--- config.mk ---
export PLATFORM = sky130hd
export DESIGN_NAME = match_resp_reorder
export DESIGN_NICKNAME = d
export VERILOG_FILES = /design/src/rtl/match_resp_reorder_pkg.sv /design/src/rtl/match_resp_reorder.sv
export SDC_FILE = /design/constraint.sdc
export NUM_CORES = 1
export LEC_CHECK = 0
export ABC_AREA = 0
export CAP_MARGIN = 10
export CORE_ASPECT_RATIO = 1.5
export CORE_MARGIN = 10
export CORE_UTILIZATION = 35
export CTS_BUF_LIST = sky130_fd_sc_hd__clkbuf_16
export DETAILED_ROUTE_END_ITERATION = 7
export PLACE_DENSITY = 0.56
export SETUP_SLACK_MARGIN = 0.2
export SYNTH_ARGS = -nofsm -noshare
export SYNTH_HDL_FRONTEND = slang
export SYNTH_SLANG_ARGS = --single-unit
--- constraint.sdc ---
create_clock -name clk -period 11 [get_ports clk]
set_clock_uncertainty 0.1 [all_clocks]
set_input_delay 2.2 -clock clk [delete_from_list [all_inputs] [get_ports clk]]
set_output_delay 2.2 -clock clk [all_outputs]
set_load 0.03 [all_outputs]
--- src/rtl/match_resp_reorder_pkg.sv ---
// Shared constants for the match response reorder buffer: tag width and match-length sizing.
package match_resp_reorder_pkg;
  localparam int TAG_W              = 8;
  localparam int MAX_MATCH_LEN_LOG2 = 5;
  localparam int NUM_JOB_PE_LOG2    = 2;
  localparam int LEN_W              = MAX_MATCH_LEN_LOG2 + 1;
endpackage

--- src/rtl/match_resp_reorder.sv ---
// Reorder buffer: issues sequential tags, collects out-of-order match responses, releases in tag order.
// Optional response checking (window + duplicate, sticky o_err) is enabled by MATCH_REORDER_CHECK_EN.
module match_resp_reorder
  import match_resp_reorder_pkg::*;
#(
  parameter  int DEPTH = 16,
  localparam int IDX_W = $clog2(DEPTH)
) (
  input  logic             clk,
  input  logic             rst_n,
  input  logic             i_alloc_valid,
  output logic             o_alloc_ready,
  output logic [7:0]       o_alloc_tag,
  input  logic             i_resp_valid,
  output logic             o_resp_ready,
  input  logic [7:0]       i_resp_tag,
  input  logic [LEN_W-1:0] i_resp_match_len,
  output logic             o_out_valid,
  input  logic             i_out_ready,
  output logic [7:0]       o_out_tag,
  output logic [LEN_W-1:0] o_out_match_len,
  output logic [IDX_W:0]   o_inflight,
  output logic             o_err
);

  logic [TAG_W-1:0] head_q, head_d;
  logic [TAG_W-1:0] tail_q, tail_d;
  logic [DEPTH-1:0] vld_q, vld_d;
  logic [LEN_W-1:0] len_q [DEPTH];
  logic [LEN_W-1:0] len_d [DEPTH];

  logic [TAG_W-1:0] inflight_full;
  logic [IDX_W-1:0] head_idx;
  logic [IDX_W-1:0] resp_idx;
  logic             alloc_fire;
  logic             pop_fire;
  logic             resp_wr;

  // Tags are 8-bit and wrap; the difference stays correct across the wrap.
  assign inflight_full = tail_q - head_q;
  assign head_idx      = head_q[IDX_W-1:0];
  assign resp_idx      = i_resp_tag[IDX_W-1:0];

  assign o_alloc_ready   = inflight_full < TAG_W'(DEPTH);
  assign o_alloc_tag     = tail_q;
  assign o_resp_ready    = 1'b1;
  assign o_out_valid     = vld_q[head_idx] && (inflight_full != '0);
  assign o_out_tag       = head_q;
  assign o_out_match_len = len_q[head_idx];
  assign o_inflight      = inflight_full[IDX_W:0];

  assign alloc_fire = i_alloc_valid && o_alloc_ready;
  assign pop_fire   = o_out_valid && i_out_ready;

`ifdef MATCH_REORDER_CHECK_EN
  logic             err_q, err_d;
  logic [TAG_W-1:0] resp_off;
  logic             resp_ok;

  assign resp_off = i_resp_tag - head_q;
  assign resp_ok  = (resp_off < inflight_full) && !vld_q[resp_idx];
  assign resp_wr  = i_resp_valid && resp_ok;
  assign err_d    = err_q || (i_resp_valid && !resp_ok);
  assign o_err    = err_q;

  always_ff @(posedge clk) begin
    if (!rst_n) err_q <= 1'b0;
    else        err_q <= err_d;
  end

  always @(posedge clk) begin
    if (rst_n && i_resp_valid && !resp_ok)
      $display("match_resp_reorder: dropped response tag %0d", i_resp_tag);
  end
`else
  logic unused_resp_tag_hi;

  assign unused_resp_tag_hi = ^i_resp_tag;
  assign resp_wr            = i_resp_valid;
  assign o_err              = 1'b0;
`endif

  always_comb begin
    head_d = head_q;
    tail_d = tail_q;
    vld_d  = vld_q;
    len_d  = len_q;
    if (alloc_fire) tail_d = tail_q + 8'd1;
    if (pop_fire) begin
      head_d           = head_q + 8'd1;
      vld_d[head_idx]  = 1'b0;
    end
    if (resp_wr) begin
      vld_d[resp_idx] = 1'b1;
      len_d[resp_idx] = i_resp_match_len;
    end
  end

  always_ff @(posedge clk) begin
    if (!rst_n) begin
      head_q <= '0;
      tail_q <= '0;
      vld_q  <= '0;
    end else begin
      head_q <= head_d;
      tail_q <= tail_d;
      vld_q  <= vld_d;
    end
  end

  // NOTE: the length array needs no reset; an entry is only read once its vld bit is set.
  always_ff @(posedge clk) begin
    len_q <= len_d;
  end

endmodule

Word-level counts from Yosys, hierarchy flattened

Cells that the tools add are included.
W data, S select, Z words.

Register bits: 128
Latch bits: 0
Memory bits (writable): 0
Memory bits (read-only): 0
Word-level logic and storage cells: 56
Memories kept: 0

$add $sub $neg: 3
$mul: 0
Divide/modulo/power cells: 0
Magnitude comparators: 8
Equal/unequal tests: 0
Shift operators: 0
Multiplexer cells: 14
Bitwise logic cells: 5
Reductions and logical operators: 7

Operators with widths:

| cell                  | count |
|---|---|
| $bwmux W96            | 1 |
| $mux W16              | 2 |
| $bmux W6 S4           | 1 |
| $demux W6 S4          | 1 |
| $mux W6               | 3 |
| $add A8 B1 Y8 const B | 2 |
| $and A16 B16 Y16      | 1 |
| $not A16 Y16          | 1 |
| $or A16 B16 Y16       | 1 |
| $ge A5 B5 Y1 const B  | 2 |
| $lt A4 B5 Y1 const B  | 2 |
| $not A4 Y5            | 2 |
| $demux W1 S4          | 2 |
| $ge A4 B1 Y1 const B  | 2 |
| $lt A8 B5 Y1 const B  | 1 |
| $reduce_bool A8 Y1    | 1 |
| $sub A8 B8 Y8         | 1 |
| $logic_and A1 B1 Y1   | 6 |
| $lt A5 B1 Y1 const B  | 1 |
| $bmux W1 S4           | 1 |
| $mux W1               | 3 |

Depth between registers and ports, before layout

Gate-level depths: netlist of run 1.

Depth in word-level cells: 9
Mapped depth: 12
Mapped depth without buffers: 10

Worst setup path before layout of run 1

No wires, ideal clock.

Path kind: flip-flop to output port
From: register head_q[1], in the netlist o_out_tag[1]
To: output port o_out_valid
Arrival: 3.306 ns
Slack: 5.394 ns
Stages on the path, launching flop included: 12
Cells stage by stage: dfxtp_1 -> buf_1 -> buf_1 -> inv_1 -> ha_1 -> nand2b_2 -> a21oi_2 -> xor2_1 -> or4_1 -> nor4_4 -> nor2b_4 -> buf_6

Longest elaborated chain between the ends: 3
Elaborated cells between the ends (all ways): 5

RTL lines:

| item                   | line                      | text |
|---|---|---|
| start, declared        | match_resp_reorder.sv:26  | `logic [TAG_W-1:0] head_q, head_d;` |
| start signal, assigned | match_resp_reorder.sv:101 | `head_q <= '0;` |
| start signal, assigned | match_resp_reorder.sv:105 | `head_q <= head_d;` |
| $sub A8 B8 Y8          | match_resp_reorder.sv:40  | `assign inflight_full = tail_q - head_q;` |
| net o_inflight[3]      | match_resp_reorder.sv:22  | `output logic [IDX_W:0] o_inflight,` |
| $reduce_bool A8 Y1     | match_resp_reorder.sv:47  | `assign o_out_valid = vld_q[head_idx] && (inflight_full != '0);` |
| $logic_and A1 B1 Y1    | match_resp_reorder.sv:47  |  |
| end, declared          | match_resp_reorder.sv:18  | `output logic o_out_valid,` |

The timed path passes the listed nets, and every way through them passes these cells. The select of a mux whose other input is x is not followed.

Worst setup path after layout of run 1

From: register head_q[1], in the netlist o_out_tag[1]
To: output port o_out_valid

Longest elaborated chain between the ends: 3
Elaborated cells between the ends (all ways): 5

RTL lines:

| item                                          | line |
|---|---|
| $sub A8 B8 Y8 or $bmux W1 S4 (tied branches)  | match_resp_reorder.sv:40, match_resp_reorder.sv:47 |
| $reduce_bool A8 Y1 or $mux W1 (tied branches) | match_resp_reorder.sv:47 |
| $logic_and A1 B1 Y1 *                         | match_resp_reorder.sv:47 |

Mark *: on every way between the ends. The rest lies on a longest branch, timed or not. The select of a mux whose other input is x is not followed.

==> results.cfg, run 1 <==
[timing]
tns_ps = 0
rsz0062_at_grt = no
timing.fmax_mhz = 151
fin_hold_ws_ps = 385
hold_viol_final = 0
period_share = 0.603
worstMarginPinSlew_ps = 917
timing.final.ws_setup_ps = 4370
setup_viol = 0
min_period_ps = 6630
maxSlewViolCount = 0
maxSlewHeadroom = 0.383

[synth]
synth_area_sq_um = 5780
ys_types = 51
synth-main-ff-cell = edfxtp_1
synth-seq-cells = 128
synth_xor_area_frac = 0.00758
synth_area_leaders = edfxtp_1 50%, mux4_2 14%, dfxtp_1 11%
yosys-top-cells-count = 96 x edfxtp_1, 40 x nor2_1, 37 x a21oi_1
yosysMostFrequentCell = edfxtp_1
synthesis.nets = 444
synth-warning-count = 0
netlist.area_leader.share = 0.499
synth_top_family_by_area = multiplexers
synth_cells = 412
synthMuxAreaShare = 0.149
yosys.area_share.adder = 0.0295
synth_edf_count = 96
yosys.area_share.simple = 0.110
yosysSeqAreaShare = 0.610
synth_compound_area_frac = 0.0639
synth_top_area_cell = edfxtp_1
async_reset_ff_frac = 0
synth.avg_cell_area_sq_um = 14.0

[drt]
wirelength_microns = 13400
final_antenna_net_count = 0
routed_via_density = 5.33
first_iter_violations = 288
wl_per_cell_microns = 19.8
dr.pass1.iters = 5
vias = 3609
drcViolationCount = 0

[cells_and_area]
nFillCells = 1467
nets = 490
area_delta_synth_final_pct = 21.3
final_area_sq_um = 7010
final_util = 0.433
layout-drive-gt1-share = 0.191
ff_latch_area_sq_um = 3520
layout.cells.non_filler = 677
antenna_cells = 0
multi_input_area_sq_um = 2090

[placed_design]
dp_worst_setup_slack_ps = 4770
dp_hpwl_microns = 9380
gp_congestion = 0.785
dp_cells = 645
placed_area_sq_um = 6390
port_buffers = 43

[worst_setup_path]
start_kind = flop
cp_slowest_cell = nor4_4
crit_path_start = o_out_tag[1]
crit_path_end = o_out_valid
end_kind = output port
critPathKind = reg -> out
worstPathBufferInverterCount = 3
crit_path_max_incr_delay_ps = 700
cp.depth = 10
worstPathRequired_ps = 8700
path_cells = buf_4, inv_1, ha_1, nand2b_2, a21oi_2, xor2_1, or4_1, nor4_4, nor2b_4, clkdlybuf4s50_1
cp_top_family = simple AND/OR/NAND/NOR gates
worstReg2RegEnd = o_out_tag[4]
reg2reg_depth = 10
r2r_start = o_out_tag[1]
critPathArrivalTime_ps = 4330
worst-r2r-setup-slack_ps = 7330
worstPathMaxFanout = 28

[power]
seq_power_share = 0.413
p_comb_frac = 0.137
netSwitchingFraction = 0.250
p_leak_nw = 2.26
power_density_nw_per_um2 = 186
irDropWorstVdd_mv = 0.110
clock_power_share = 0.450
internal-power_mw = 0.976
p_total_mw = 1.30
switchingPower_mw = 0.326

[cts]
cts_resized = 0
worstSkewPairLatency_ps = 420
cts-root-buf = clkbuf_16
cts_buffer_depth = 2
post-cts-setup-buffer-count = 0
cts.sinks = 128
path_clk_slew_ps = 60
cts_inserted_buffers = 17
ctsHoldBuffers = 0
h-tree-depth = 4
cts_tree = done

[flow_run]
cap_violations = 0

[grt]
groute.usage.overall = 0.123
grt_pass1_wl_microns = 21100
grt_pass1_vias = 3781
grt_use_met2 = 0.221
grt_start_max_net_pins = 35
antenna_found_initial = 0
grt_use_met1 = 0.132
busiest_layer = met2
grt_overflow = 0
grtUsageMet3 = 0.0430

[status]
status = completed

[floorplan]
die_height_microns = 177
die_area_sq_um = 22100
initial_core_util = 0.357
core-area_sq_um = 16200
ios = 50
rows = 57
die_w_microns = 125

[hold_path]
hold_class = reg -> reg
## registers in the layout, summed over array words and instances (netlist names)
register     flops
o_alloc_tag      8
len_q           96
vld_q           16
o_out_tag        8
## cell type report
class | count | share of cell area
Multi-Input combinational cell | 247 | 0.298
Clock inverter | 15 | 0.0275
Sequential cell | 128 | 0.503
Inverter | 18 | 0.00964
Timing Repair Buffer | 46 | 0.0646
Clock buffer | 17 | 0.0607
Tap cell | 206 | 0.0368
## power by group through the flow
stage / clock, mW / sequential [mW] / combinational, mW
2_1_floorplan: 0 / 0.552 / 0.122
3_3_place_gp: 0 / 0.547 / 0.180
3_5_place_dp: 0 / 0.548 / 0.182
4_1_cts: 0.598 / 0.538 / 0.182
5_1_grt: 0.618 / 0.539 / 0.195
6_report: 0.586 / 0.537 / 0.179
## worst register-to-register path: stages, from the launching register on
cell and delay, ps:
dfxtp_1 540, buf_4 460, inv_1 190, ha_1 320, nand2b_2 80, a21oi_2 190, xor2_1 100, or4_1 460
nor4_4 700, nor3_1 230, mux2i_1 160
## how the worst min path moves through the flow
stage,startpoint,endpoint,slack [ps],cells past startpoint
2_1_floorplan,vld_q[15],vld_q[15],350,2
3_3_place_gp,vld_q[15],vld_q[15],360,2
3_5_place_dp,vld_q[15],vld_q[15],380,2
4_1_cts,vld_q[15],vld_q[15],390,2
5_1_grt,vld_q[15],vld_q[15],430,2
6_report,vld_q[15],vld_q[15],380,2
## metal layers
layer | share of wire | vias up
li1 | - | 1671
met1 | 0.39 | 1822
met4 | 0.010 | 0
met3 | 0.053 | 14
met2 | 0.55 | 102
met5 | 0 | -
## cells in the final DEF, fill, tap and decap left out, drive strengths merged, types with 5 or more instances in the layout
cell type / count
o21ai: 9
nand4: 6
clkdlybuf4s50: 43
nor2: 43
or2: 5
a21oi: 41
clkbuf: 17
nand2: 24
ha: 12
mux2i: 7
dfxtp: 32
edfxtp: 96
inv: 21
nor3: 13
nand2b: 5
mux4: 35
nor4: 5
## cell families after synthesis
| kind of cell | after synthesis |
|---|---|
| multiplexers | 42 |
| AND/OR/NAND/NOR | 122 |
| flip-flops | 128 |
| buffers and inverters | 37 |
| AO/OA/AOI/OAI | 63 |
| other | 2 |
| XOR/XNOR | 5 |
| adder cells (fa/ha/maj) | 13 |
(Power assumes the default switching activity.)
==> run 2: changes to the inputs <==
--- a/config.mk
+++ b/config.mk
@@ -12,7 +12,7 @@
 export CORE_UTILIZATION = 35
 export CTS_BUF_LIST = sky130_fd_sc_hd__clkbuf_16
 export DETAILED_ROUTE_END_ITERATION = 7
-export PLACE_DENSITY = 0.56
+export PLACE_DENSITY = 0.58
 export SETUP_SLACK_MARGIN = 0.2
 export SYNTH_ARGS = -nofsm -noshare
 export SYNTH_HDL_FRONTEND = slang
==> constraint.sdc (replaced) <==
create_clock -name clk -period 6.1 [get_ports clk]
set_clock_uncertainty 0.1 [all_clocks]
set_input_delay 1.22 -clock clk [delete_from_list [all_inputs] [get_ports clk]]
set_output_delay 1.22 -clock clk [all_outputs]
set_load 0.03 [all_outputs]
==> results.cfg, run 2 (same netlist as run 1, synthesis figures left out) <==
[worst_setup_path]
critPathKind = reg -> out
critPathArrivalTime_ps = 3820
reg2reg_depth = 7
cp_slowest_cell = nor4_4
crit_path_start = o_out_tag[3]
cp.depth = 7
worstPathBufferInverterCount = 2
worst-r2r-setup-slack_ps = 2910
r2r_start = o_out_tag[3]
cp_top_family = simple AND/OR/NAND/NOR gates
start_kind = flop
crit_path_end = o_out_valid
worstPathMaxFanout = 13
end_kind = output port
path_cells = inv_2, ha_1, xor2_1, or4_1, nor4_4, nor2b_4, clkdlybuf4s50_1
worstPathRequired_ps = 4780
crit_path_max_incr_delay_ps = 680
worstReg2RegEnd = o_out_tag[4]

[timing]
min_period_ps = 5140
worstMarginPinSlew_ps = 969
rsz0062_at_grt = no
timing.fmax_mhz = 195
maxSlewViolCount = 0
setup_viol = 0
tns_ps = 0
hold_viol_final = 0
timing.final.ws_setup_ps = 961
period_share = 0.843
maxSlewHeadroom = 0.351

[grt]
antenna_found_initial = 0
grt_pass1_wl_microns = 21300
grt_start_max_net_pins = 35
grt_pass1_vias = 3772
groute.usage.overall = 0.122
grt_overflow = 0

[placed_design]
dp_worst_setup_slack_ps = 1350
port_buffers = 43
dp_hpwl_microns = 9620
dp_cells = 646
gp_congestion = 0.801

[floorplan]
die_area_sq_um = 22100
ios = 50
die_height_microns = 177
die_w_microns = 125
core-area_sq_um = 16200
rows = 57
initial_core_util = 0.357

[cts]
cts_tree = done
h-tree-depth = 4
ctsHoldBuffers = 0
worstSkewPairLatency_ps = 420
cts_inserted_buffers = 17
cts.sinks = 128
cts-root-buf = clkbuf_16
path_clk_slew_ps = 60
cts_buffer_depth = 2
post-cts-setup-buffer-count = 0
cts_resized = 0

[drt]
routed_via_density = 5.37
drcViolationCount = 0
final_antenna_net_count = 0
first_iter_violations = 367
wirelength_microns = 13600
vias = 3640
wl_per_cell_microns = 20.1
dr.pass1.iters = 5

[cells_and_area]
final_util = 0.433
layout.cells.non_filler = 678
layout_top_registers = len_q (96), vld_q (16)
mostFrequentLayoutCells = 96 x edfxtp_1, 43 x clkdlybuf4s50_1, 40 x nor2_1, 37 x a21oi_1, 35 x mux4_2
antenna_cells = 0
largest_register = len_q
layout-drive-gt1-share = 0.199
nets = 491
largest_reg_flops = 96
area_delta_synth_final_pct = 21.4
final_common_cell = edfxtp_1

[power]
p_leak_nw = 2.28
power_density_nw_per_um2 = 334
irDropWorstVdd_mv = 0.307

[hold_path]
hold_class = reg -> reg

[status]
status = completed

[flow_run]
cap_violations = 0
-- run 2: area by class of cell --
cell class	instances	area [sq um]
multi-input cells	247	2090
fillers	1459	9180
well taps	206	258
clock inverters	15	190
repair buffers	47	460
flip-flops and latches	128	3520
clock buffers	17	425
inverters	18	67.6
-- run 2: power breakdown --
group	switching, mW	total, mW	internal (mW)
Sequential	0.0124	0.969	0.957
Clock	0.426	1.05	0.624
Combinational	0.199	0.322	0.123
-- run 2: per-layer routing --
metal	vias to the layer above	wire length (microns)	global-route usage
li1	1676	-	-
met1	1834	5520	0.138
met2	112	7140	0.218
met3	18	727	0.0325
met4	0	223	0.0404
met5	-	0	0
-- run 2: worst reg2reg max path, stage by stage, from the launching register on --
cell	delay, ps
dfxtp_1	550
inv_2	260
ha_1	420
xor2_1	200
or4_1	460
nor4_4	680
nor3_1	240
mux2i_1	170
-- run 2: worst min path at each step --
stage | start | endpoint | slack (ps) | depth (start not counted)
final | vld_q[15] | vld_q[15] | 380 | 2
after floorplan | vld_q[15] | vld_q[15] | 350 | 2
after detailed placement | vld_q[15] | vld_q[15] | 370 | 2
after global placement | vld_q[15] | vld_q[15] | 370 | 2
after CTS | vld_q[15] | vld_q[15] | 380 | 2
after global routing | vld_q[15] | vld_q[15] | 400 | 2
-- run 2: stage by stage --
stage / area [sq um] / total power, mW / hold slack (ps)
after detailed placement: 6400 / 1.31 / 370
after CTS: 7010 / 2.36 / 380
final: 7010 / 2.34 / 376
after global routing: 7010 / 2.42 / 402
after global placement: 6400 / 1.31 / 365
after floorplan: 5780 / 1.21 / 345
==> run 3: changes to the inputs <==
==> constraint.sdc (replaced) <==
create_clock -name clk -period 4.2 [get_ports clk]
set_clock_uncertainty 0.1 [all_clocks]
set_input_delay 0.84 -clock clk [delete_from_list [all_inputs] [get_ports clk]]
set_output_delay 0.84 -clock clk [all_outputs]
set_load 0.03 [all_outputs]
==> results.cfg, run 3 (same netlist as run 1, synthesis figures left out) <==
[cts]
post-cts-setup-buffer-count = 0
h-tree-depth = 4
cts-root-buf = clkbuf_16
cts_buffer_depth = 2
cts_inserted_buffers = 17
cts_tree = done
cts.sinks = 128
path_clk_slew_ps = 60
ctsHoldBuffers = 0
worstSkewPairLatency_ps = 420

[power]
irDropWorstVdd_mv = 0.381
p_leak_nw = 2.31
clock_power_share = 0.434
switchingPower_mw = 0.912
p_comb_frac = 0.144
power_density_nw_per_um2 = 473
p_total_mw = 3.33
seq_power_share = 0.422
netSwitchingFraction = 0.274
internal-power_mw = 2.42

[placed_design]
dp_worst_setup_slack_ps = 359
dp_hpwl_microns = 9480
port_buffers = 43
gp_congestion = 0.826

[floorplan]
die_w_microns = 125
core-area_sq_um = 16200
initial_core_util = 0.357
ios = 50
rows = 57
die_height_microns = 177
die_area_sq_um = 22100

[drt]
dr_wl_met2_microns = 7060
wl_met3_microns = 823
first_iter_violations = 291
drcViolationCount = 0
final_antenna_net_count = 0
m1WireLength_microns = 5240
routed_via_density = 5.26
wl_per_cell_microns = 19.4
wirelength_microns = 13300
routed.top_layer = met4
vias = 3600
dr.pass1.iters = 4

[worst_setup_path]
end_kind = output port
critPathArrivalTime_ps = 2920
worstPathBufferInverterCount = 3
crit_path_end = o_out_match_len[4]
cp.depth = 5
crit_path_start = o_out_tag[0]
worstPathRequired_ps = 3260
worstReg2RegEnd = o_out_tag[4]
crit_path_max_incr_delay_ps = 630
path_cells = buf_6, buf_8, mux4_2, mux4_2, clkdlybuf4s50_1
reg2reg_depth = 11
path_common_cell = mux4_2
start_kind = flop
cp_top_family = buffers and inverters
critPathKind = reg -> out
worstPathMaxFanout = 19
cp_slowest_cell = clkdlybuf4s50_1
worst-r2r-setup-slack_ps = 1000
r2r_start = o_alloc_tag[0]

[cells_and_area]
largest_register = len_q
antenna_cells = 0
layout_top_registers = len_q (96), vld_q (16)
final_common_cell = edfxtp_1
nets = 498
area_delta_synth_final_pct = 21.9
nFillCells = 1461
multi_input_area_sq_um = 2090
layout-drive-gt1-share = 0.215
mostFrequentLayoutCells = 96 x edfxtp_1, 40 x nor2_1, 40 x clkdlybuf4s50_1, 37 x a21oi_1, 35 x mux4_2
largest_reg_flops = 96
ff_latch_area_sq_um = 3530

[grt]
grt_pass1_vias = 3659
grt_start_max_net_pins = 34
grt_overflow = 0
antenna_found_initial = 0
groute.usage.overall = 0.120
grt_pass1_wl_microns = 20800

[timing]
hold_viol_final = 0
worstMarginPinSlew_ps = 897
rsz0062_at_grt = yes
min_period_ps = 3860
timing.fmax_mhz = 259
period_share = 0.919
tns_ps = 0
setup_viol = 0
timing.final.ws_setup_ps = 342
maxSlewViolCount = 0
maxSlewHeadroom = 0.397

[flow_run]
cap_violations = 0

[status]
status = completed

[hold_path]
hold_class = reg -> reg
[run 3: area by class of cell]
class	instances	area share
Clock buffer	17	0.0604
Multi-Input combinational cell	247	0.296
Inverter	18	0.00959
Clock inverter	15	0.0229
Sequential cell	128	0.501
Tap cell	206	0.0366
Timing Repair Buffer	54	0.0739
[run 3: per-stage QoR]
stage	hold WS, ps	cells	instance area, sq um	utilization
after floorplan	345	412	5780	-
after global placement	364	653	6450	0.398
after detailed placement	378	653	6450	0.398
after CTS	388	685	7040	0.435
after global routing	420	685	7040	0.435
final	390	685	7040	0.435
[run 3: worst min path at each step]
stage	end	cells after the start	startpoint
after floorplan	vld_q[15]	2	vld_q[15]
after global placement	vld_q[15]	2	vld_q[15]
after detailed placement	vld_q[15]	2	vld_q[15]
after CTS	vld_q[15]	2	vld_q[15]
after global routing	vld_q[15]	2	vld_q[15]
final	vld_q[15]	2	vld_q[15]
[run 3: worst min-delay path, stage by stage (launching register included)]
cell	delay [ps]
dfxtp_1	310
nand2_1	60
o22ai_1	70
[run 3: layer usage]
metal  up-vias  track usage
met2       104        0.211
met4         0       0.0457
li1       1690            -
met3        12       0.0400
met5         -            0
met1      1794        0.133
[run 3: timing repair]
action,in CTS,in global routing
endpoints found under the setup margin,6,6
pin swaps,0,1
gates resized for setup,4,4
[run 3: power groups by stage]
stage / clock network, mW / registers (mW) / logic [mW]
floorplan: 0 / 1.45 / 0.319
global placement: 0 / 1.43 / 0.482
detailed placement: 0 / 1.44 / 0.490
CTS: 1.48 / 1.41 / 0.487
global route: 1.54 / 1.41 / 0.520
finish: 1.45 / 1.41 / 0.481
